**config.mk**
```make
export PLATFORM = sky130hd
export DESIGN_NAME = gray_serial_decoder
export DESIGN_NICKNAME = d
export VERILOG_FILES = /design/src/rtl/gray_serial_decoder.sv
export SDC_FILE = /design/constraint.sdc
export NUM_CORES = 1
export LEC_CHECK = 0
export ABC_AREA = 0
export CAP_MARGIN = 20
export CORE_MARGIN = 2
export CORE_UTILIZATION = 48
export DETAILED_ROUTE_END_ITERATION = 6
export GPL_TIMING_DRIVEN = 0
export PLACE_DENSITY = 0.89
export SLEW_MARGIN = 15
export SYNTH_ARGS = -nofsm -noshare
export SYNTH_HDL_FRONTEND = slang
export SYNTH_SLANG_ARGS = --single-unit
```
**constraint.sdc**
```tcl
create_clock -name clk -period 2.4 [get_ports clk]
set_input_delay 0.72 -clock clk [delete_from_list [all_inputs] [get_ports clk]]
set_output_delay 0.72 -clock clk [all_outputs]
set_load 0.02 [all_outputs]
```
**src/rtl/gray_serial_decoder.sv**
```systemverilog
// Bit-serial Gray-to-binary receiver: MSB-first Gray bits in, decoded word out on valid/ready.
// Define GRAY_DEC_PARITY_EN to append an even-parity bit to each frame (N+1 bits per frame).
module gray_serial_decoder #(
  parameter int unsigned N = 8
) (
  input  logic         clk,
  input  logic         rst,
  input  logic         en,
  input  logic         in_valid,
  input  logic         in_bit,
  input  logic         in_sof,
  output logic         in_ready,
  output logic         out_valid,
  input  logic         out_ready,
  output logic [N-1:0] out_data,
  output logic [N-1:0] out_gray,
  output logic         busy,
  output logic         frame_err,
  output logic         par_err
);

  localparam int unsigned CW = $clog2(N + 2);

  typedef enum logic [1:0] {IDLE, SHIFT, HOLD} state_t;

  state_t        state;
  logic [CW-1:0] cnt;
  logic          acc;
  logic [N-1:0]  gray_sr;
  logic [N-1:0]  data_sr;
  logic          take;

  assign in_ready = en && !rst && (state != HOLD);
  assign take     = in_valid && in_ready;
  assign out_gray = gray_sr;
  assign out_data = data_sr;

  always_ff @(posedge clk) begin
    if (rst) begin
      state     <= IDLE;
      cnt       <= '0;
      acc       <= 1'b0;
      gray_sr   <= '0;
      data_sr   <= '0;
      out_valid <= 1'b0;
      busy      <= 1'b0;
      frame_err <= 1'b0;
      par_err   <= 1'b0;
    end else begin
      frame_err <= 1'b0;
      par_err   <= 1'b0;
      case (state)
        IDLE: begin
          if (take) begin
            if (in_sof) begin
              state   <= SHIFT;
              busy    <= 1'b1;
              acc     <= in_bit;
              gray_sr <= {{(N-1){1'b0}}, in_bit};
              data_sr <= {{(N-1){1'b0}}, in_bit};
              cnt     <= CW'(1);
            end else begin
              frame_err <= 1'b1;
            end
          end
        end
        SHIFT: begin
          if (!en) begin
            state <= IDLE;
            busy  <= 1'b0;
            cnt   <= '0;
          end else if (take) begin
            if (in_sof) begin
              // Resync: the stray start bit becomes bit 0 of a fresh frame.
              frame_err <= 1'b1;
              acc       <= in_bit;
              gray_sr   <= {{(N-1){1'b0}}, in_bit};
              data_sr   <= {{(N-1){1'b0}}, in_bit};
              cnt       <= CW'(1);
`ifdef GRAY_DEC_PARITY_EN
            end else if (cnt == CW'(N)) begin
              busy <= 1'b0;
              cnt  <= '0;
              if (in_bit == ^gray_sr) begin
                state     <= HOLD;
                out_valid <= 1'b1;
              end else begin
                state   <= IDLE;
                par_err <= 1'b1;
              end
`endif
            end else begin
              acc     <= acc ^ in_bit;
              gray_sr <= {gray_sr[N-2:0], in_bit};
              data_sr <= {data_sr[N-2:0], acc ^ in_bit};
              cnt     <= cnt + CW'(1);
`ifndef GRAY_DEC_PARITY_EN
              if (cnt == CW'(N - 1)) begin
                state     <= HOLD;
                out_valid <= 1'b1;
                busy      <= 1'b0;
              end
`endif
            end
          end
        end
        HOLD: begin
          if (out_ready) begin
            state     <= IDLE;
            out_valid <= 1'b0;
            cnt       <= '0;
          end
        end
        default: begin
          state     <= IDLE;
          out_valid <= 1'b0;
          busy      <= 1'b0;
          cnt       <= '0;
        end
      endcase
    end
  end

endmodule

```
==> flow_metrics.env, run 1 <==
export IMPL_via_per_inst=5.51
export IMPL_nNetsFinal=175
export IMPL_ys_types=35
export IMPL_drc_errors=0
export IMPL_rows=17
export IMPL_start_util_pct=51.4
export IMPL_r2r_end="out_data[5]$_SDFFE_PP0P_"
export IMPL_post_cts_setup_buffers=0
export IMPL_clk_latency_ps=310
export IMPL_pin_count=28
export IMPL_holdPathStages=2
export IMPL_drt_iter0_markers=19
export IMPL_wirelength_um=2510
export IMPL_crit_required_ps=1680
export IMPL_dp_hpwl_um=1870
export IMPL_synth_avg_cell_area_um2=8.31
export IMPL_grt_pass1_wl_um=4180
export IMPL_arrival_ps=1560
export IMPL_outcome="complete, no violations"
export IMPL_met2_usage_pct=37.1
export IMPL_critPathKind="input port to output pin"
export IMPL_final_common_cell="dfxtp_1"
export IMPL_slowest_stage="dlygate4sd2_1"
export IMPL_setup_violations=0
export IMPL_grt_pass1_vias=1012
export IMPL_dieArea_um2=2800
export IMPL_synthTopCellsByArea="dfxtp_1 44%, a21oi_1 8.3%, nand3_1 7.4%"
export IMPL_cts_root_buf="clkbuf_4"
export IMPL_post_cts_resized=5
export IMPL_dr_total_vias=1069
export IMPL_synth_edf_count=0
export IMPL_wire_per_inst_um=12.9
export IMPL_placedInstanceArea_um2=1420
export IMPL_worstSetupEndpointType="output pin"
export IMPL_busiest_layer="met2"
export IMPL_die_w_um=52.9
export IMPL_hold_class="flip-flop to flip-flop"
export IMPL_r2r_slack_ps=660
export IMPL_num_fill_cells=191
export IMPL_die_h_um=52.9
export IMPL_clock_sinks=25
export IMPL_post_route_period_util_pct=94.8
export IMPL_worst_pin_slew_ps=720
export IMPL_synth_area_um2=1150
export IMPL_rr_worst_depth=6
export IMPL_cts_buffer_depth=2
export IMPL_grtUsageTotal_pct=20.1
export IMPL_grt_max_degree=15
export IMPL_most_common_layout_cells="25 x dfxtp_1, 22 x clkdlybuf4s50_1, 21 x nand2_1"
export IMPL_path_buf_inv=2
export IMPL_h_tree_depth=1
export IMPL_tritoncts="yes"
export IMPL_synth_warnings=0
export IMPL_yosysTopAreaCell="dfxtp_1"
export IMPL_netlist_instances=138
export IMPL_endpoint="in_ready"
export IMPL_area_growth_pct=26.5
export IMPL_core_area_um2=2230
export IMPL_drt_pass1_iter_count=4
export IMPL_path_clk_slew_ps=130
export IMPL_fin_skew_ps=3.74
export IMPL_cts_buffers=3
export IMPL_r2r_start="state[1]$_SDFFE_PP0P_"
export IMPL_rsz0062_at_grt="no"
export IMPL_fin_area_um2=1450
export IMPL_synth_seq_cells=25
export IMPL_total_power_uw=685
export IMPL_yosys_area_top_type_share_pct=43.6
export IMPL_finalCriticalPeriod_ps=2280
export IMPL_gp_congestion=0.817
export IMPL_portBuffers=24
export IMPL_timing_max_cap_violations=0
export IMPL_setup_worst_path_start="en"
export IMPL_ys_flop_type="dfxtp_1"
export IMPL_crit_family="buffers and inverters"
export IMPL_n_antenna_cell=0
export IMPL_worstPathCellList="dlygate4sd2_1 > nor3b_1 > clkdlybuf4s15_2"
export IMPL_grt_util_met1_pct=23.4
export IMPL_ir_drop_mv=0.329
export IMPL_drive_gt1_share_pct=11.4
export IMPL_worst_setup_path_start_kind="input port"
export IMPL_power_density_nw_per_um2=472
export IMPL_p_leak_nw=0.505
export IMPL_gr_total_overflow=0
export IMPL_path_max_fanout=6
export IMPL_postRouteAntennaNets=0
export IMPL_synth_seq_area_share_pct=43.6
export IMPL_antenna_found_initial=0
export IMPL_maxSlewHeadroom_pct=51.9
export IMPL_hold_viol=0
export IMPL_maxSlewViolCount=0
export IMPL_grtUsageMet3_pct=2.54
export IMPL_synthArstFlopShare_pct=0
export IMPL_fmax_mhz=439
export IMPL_holdBufCountCts=0
export IMPL_cp_depth=3
export IMPL_syn_nets=146
export IMPL_cpPeakStageDelay_ps=340
==> power by group <==
part           switching, mW  internal [mW]  total, mW
Combinational         0.0435         0.0327     0.0762
Sequential           0.00414          0.420      0.424
Clock                  0.123         0.0623      0.185
Total                  0.170          0.515      0.685
==> Yosys cell counts (3+ instances only) <==
library cell and number:
dfxtp_1 25, nand3b_1 3, a21oi_1 19, nor2_1 3, nand2_1 21, a31oi_1 3
inv_1 4, buf_2 4, nand3_1 17, clkbuf_1 5, nor3_1 3
==> final cells by class <==
class                   count  area, um^2  area share [%]
clock buffers               3        22.5            1.55
clock inverters             1        5.00           0.345
flip-flops and latches     25         500            34.5
plain buffers              13        77.6            5.34
inverters                   4        15.0            1.03
well taps                  28        35.0            2.41
repair buffers             24         240            16.6
multi-input cells          96         556            38.3
==> registers in the layout, indices dropped and copies added (netlist names) <==
| register | count |
|---|---|
| state | 2 |
| frame_err | 1 |
| out_gray | 8 |
| out_valid | 1 |
| out_data | 8 |
| cnt | 4 |
| busy | 1 |
==> routing by layer <==
layer  share of wire (%)  vias up
met2                  51       35
met5                   0        -
met1                  43      492
met3                 5.3        4
li1                    -      538
met4                0.92        0
==> cell families (layout without fill, tap and decap cells) <==
logic type                 count (synthesis)  after routing  synth area share [%]
and+or+nand+nor                           59             59                  27.2
AOI/OAI and AO/OA                         33             33                  18.1
DFF                                       25             25                  43.6
buffers and inverters                     17             45                  7.96
adders and majority gates                  1              1                  1.09
other                                      1              1                 0.327
xor gates and xnor gates                   1              1                 0.763
muxes                                      1              1                 0.981
==> worst min-delay path, delay by kind of cell, from the launching register on <==
kind / cells / cell delay [ps]
AO/OA/AOI/OAI: 1 / 50
flip-flops: 1 / 330
AND/OR/NAND/NOR: 1 / 50
==> worst min path at each step <==
stage,start,to,slack (ps)
4_1_cts,out_gray[7]$_SDFFE_PP0P_,out_gray[7]$_SDFFE_PP0P_,470
3_5_place_dp,out_gray[7]$_SDFFE_PP0P_,out_gray[7]$_SDFFE_PP0P_,460
5_1_grt,out_gray[7]$_SDFFE_PP0P_,out_gray[7]$_SDFFE_PP0P_,510
3_3_place_gp,out_gray[7]$_SDFFE_PP0P_,out_gray[7]$_SDFFE_PP0P_,440
2_1_floorplan,cnt[0]$_SDFFE_PP0P_,cnt[0]$_SDFFE_PP0P_,470
6_report,out_gray[7]$_SDFFE_PP0P_,out_gray[7]$_SDFFE_PP0P_,470
==> per-stage QoR <==
step                      setup WS [ps]  util, %  hold slack [ps]  TNS, ps  std cells
after floorplan                     307        -              467        0        138
after global placement             -486     63.7              443    -1080        190
after detailed placement           -465     63.7              458    -2180        190
after CTS                          58.6     64.9              473        0        194
after global routing               15.6     65.0              506        0        194
final                               124     65.0              470        0        194
Note: power is estimated with default switching activity, not from simulation.
==> run 2: changes to the inputs <==
--- a/config.mk
+++ b/config.mk
@@ -11,7 +11,7 @@
 export CORE_UTILIZATION = 48
 export DETAILED_ROUTE_END_ITERATION = 6
 export GPL_TIMING_DRIVEN = 0
-export PLACE_DENSITY = 0.89
+export PLACE_DENSITY_LB_ADDON = 0.08
 export SLEW_MARGIN = 15
 export SYNTH_ARGS = -nofsm -noshare
 export SYNTH_HDL_FRONTEND = slang
==> flow_metrics.env, run 2 (synthesis gave the netlist of run 1 again) <==
export IMPL_arrival_ps=1530
export IMPL_timing_max_cap_violations=0
export IMPL_via_per_inst=5.42
export IMPL_holdBufCountCts=0
export IMPL_dr_total_vias=1051
export IMPL_worst_setup_path_start_kind="input port"
export IMPL_dp_hpwl_um=1720
export IMPL_post_place_ws_ps=-483
export IMPL_n_antenna_cell=0
export IMPL_nNetsFinal=175
export IMPL_wirelength_um=2400
export IMPL_area_growth_pct=26.5
export IMPL_rows=17
export IMPL_maxSlewHeadroom_pct=53.1
export IMPL_grtUsageTotal_pct=19.2
export IMPL_hold_end="out_data[7]$_SDFFE_PP0P_"
export IMPL_path_max_fanout=6
export IMPL_rr_worst_depth=5
export IMPL_critPathKind="input port to output pin"
export IMPL_antenna_found_initial=0
export IMPL_cts_buffer_depth=2
export IMPL_wire_per_inst_um=12.4
export IMPL_p_switching_uw=175
export IMPL_path_clk_slew_ps=130
export IMPL_power_density_nw_per_um2=475
export IMPL_gr_total_overflow=0
export IMPL_worst_pin_slew_ps=702
export IMPL_post_cts_setup_buffers=0
export IMPL_comb_power_share_pct=11.0
export IMPL_fmax_mhz=443
export IMPL_r2r_start="state[1]$_SDFFE_PP0P_"
export IMPL_clockPowerShare_pct=27.5
export IMPL_cts_buffers=3
export IMPL_fin_cells=194
export IMPL_p_int_uw=515
export IMPL_dp_cells=190
export IMPL_clock_sinks=25
export IMPL_tritoncts="yes"
export IMPL_total_power_uw=690
export IMPL_crit_required_ps=1680
export IMPL_final_common_cell="dfxtp_1"
export IMPL_drt_pass1_iter_count=4
export IMPL_cts_root_buf="clkbuf_4"
export IMPL_post_route_period_util_pct=94.0
export IMPL_core_area_um2=2230
export IMPL_postRouteAntennaNets=0
export IMPL_start_util_pct=51.4
export IMPL_worstHoldStart="out_data[7]$_SDFFE_PP0P_"
export IMPL_maxSlewViolCount=0
export IMPL_finalCriticalPeriod_ps=2250
export IMPL_r2r_slack_ps=670
export IMPL_clk_latency_ps=320
export IMPL_grt_max_degree=15
export IMPL_grt_pass1_vias=882
export IMPL_r2r_end="out_data[3]$_SDFFE_PP0P_"
export IMPL_hold_class="flip-flop to flip-flop"
export IMPL_die_w_um=52.9
export IMPL_layout_setup_ws_ps=145
export IMPL_holdPathStages=2
export IMPL_ir_drop_mv=0.509
export IMPL_grt_pass1_wl_um=3970
export IMPL_drc_errors=0
export IMPL_drive_gt1_share_pct=11.4
export IMPL_dieArea_um2=2800
export IMPL_drt_iter0_markers=16
export IMPL_p_leak_nw=0.505
export IMPL_outcome="complete, no violations"
export IMPL_setup_violations=0
export IMPL_rsz0062_at_grt="no"
export IMPL_pwr_share_seq_pct=61.5
export IMPL_h_tree_depth=1
export IMPL_gp_congestion=0.787
export IMPL_fin_skew_ps=3.26
export IMPL_hold_viol=0
export IMPL_worstSetupEndpointType="output pin"
export IMPL_die_h_um=52.9
export IMPL_pin_count=28
export IMPL_swShare_pct=25.3
export IMPL_portBuffers=24
export IMPL_most_common_layout_cells="25 x dfxtp_1, 22 x clkdlybuf4s50_1, 21 x nand2_1"
[run 2: layout make-up]
class | instances | area (um^2)
Fill cell | 202 | 782
Tap cell | 28 | 35.0
Buffer | 13 | 77.6
Clock inverter | 1 | 5.00
Clock buffer | 3 | 22.5
Timing Repair Buffer | 24 | 240
Sequential cell | 25 | 500
Multi-Input combinational cell | 96 | 556
Inverter | 4 | 15.0
[run 2: what timing repair did]
| item | CTS | global route |
|---|---|---|
| setup endpoints to repair | 1 | 1 |
| pin swaps | 0 | 0 |
| gates resized for setup | 5 | 2 |
[run 2: worst max-delay path by stage]
| stage | from | endpoint | depth (start not counted) |
|---|---|---|---|
| finish | en | in_ready | 3 |
| detailed placement | en | in_ready | 3 |
| global placement | en | in_ready | 3 |
| floorplan | rst | in_ready | 2 |
| CTS | state[0]$_SDFFE_PP0P_ | in_ready | 4 |
| global route | in_valid | out_gray[4]$_SDFFE_PP0P_ | 6 |
[run 2: per-layer routing]
| metal | global-route usage [%] | share of wire [%] |
|---|---|---|
| met5 | 0 | 0 |
| met4 | 2.56 | 0.58 |
| met3 | 5.93 | 4.9 |
| met2 | 28.3 | 44 |
| met1 | 28.2 | 50 |
[run 2: power groups by stage]
stage	clock (mW)	combinational (mW)	sequential, mW
after detailed placement	0	0.0761	0.433
after floorplan	0	0.0470	0.435
final	0.190	0.0757	0.424
after CTS	0.192	0.0756	0.424
after global routing	0.211	0.0835	0.425
after global placement	0	0.0758	0.433
[run 2: stage by stage]
step | hold slack [ps] | utilization (%) | cell area, um^2 | TNS, ps
after global placement | 439 | 63.7 | 1420 | -1910
after global routing | 495 | 65.0 | 1450 | 0
after detailed placement | 452 | 63.7 | 1420 | -1770
after floorplan | 467 | - | 1150 | 0
final | 465 | 65.0 | 1450 | 0
after CTS | 469 | 64.9 | 1450 | 0
[run 2: worst max-delay path, stage by stage]
cell             delay [ps]
dlygate4sd2_1           330
nor3b_1                 200
clkdlybuf4s15_2         280
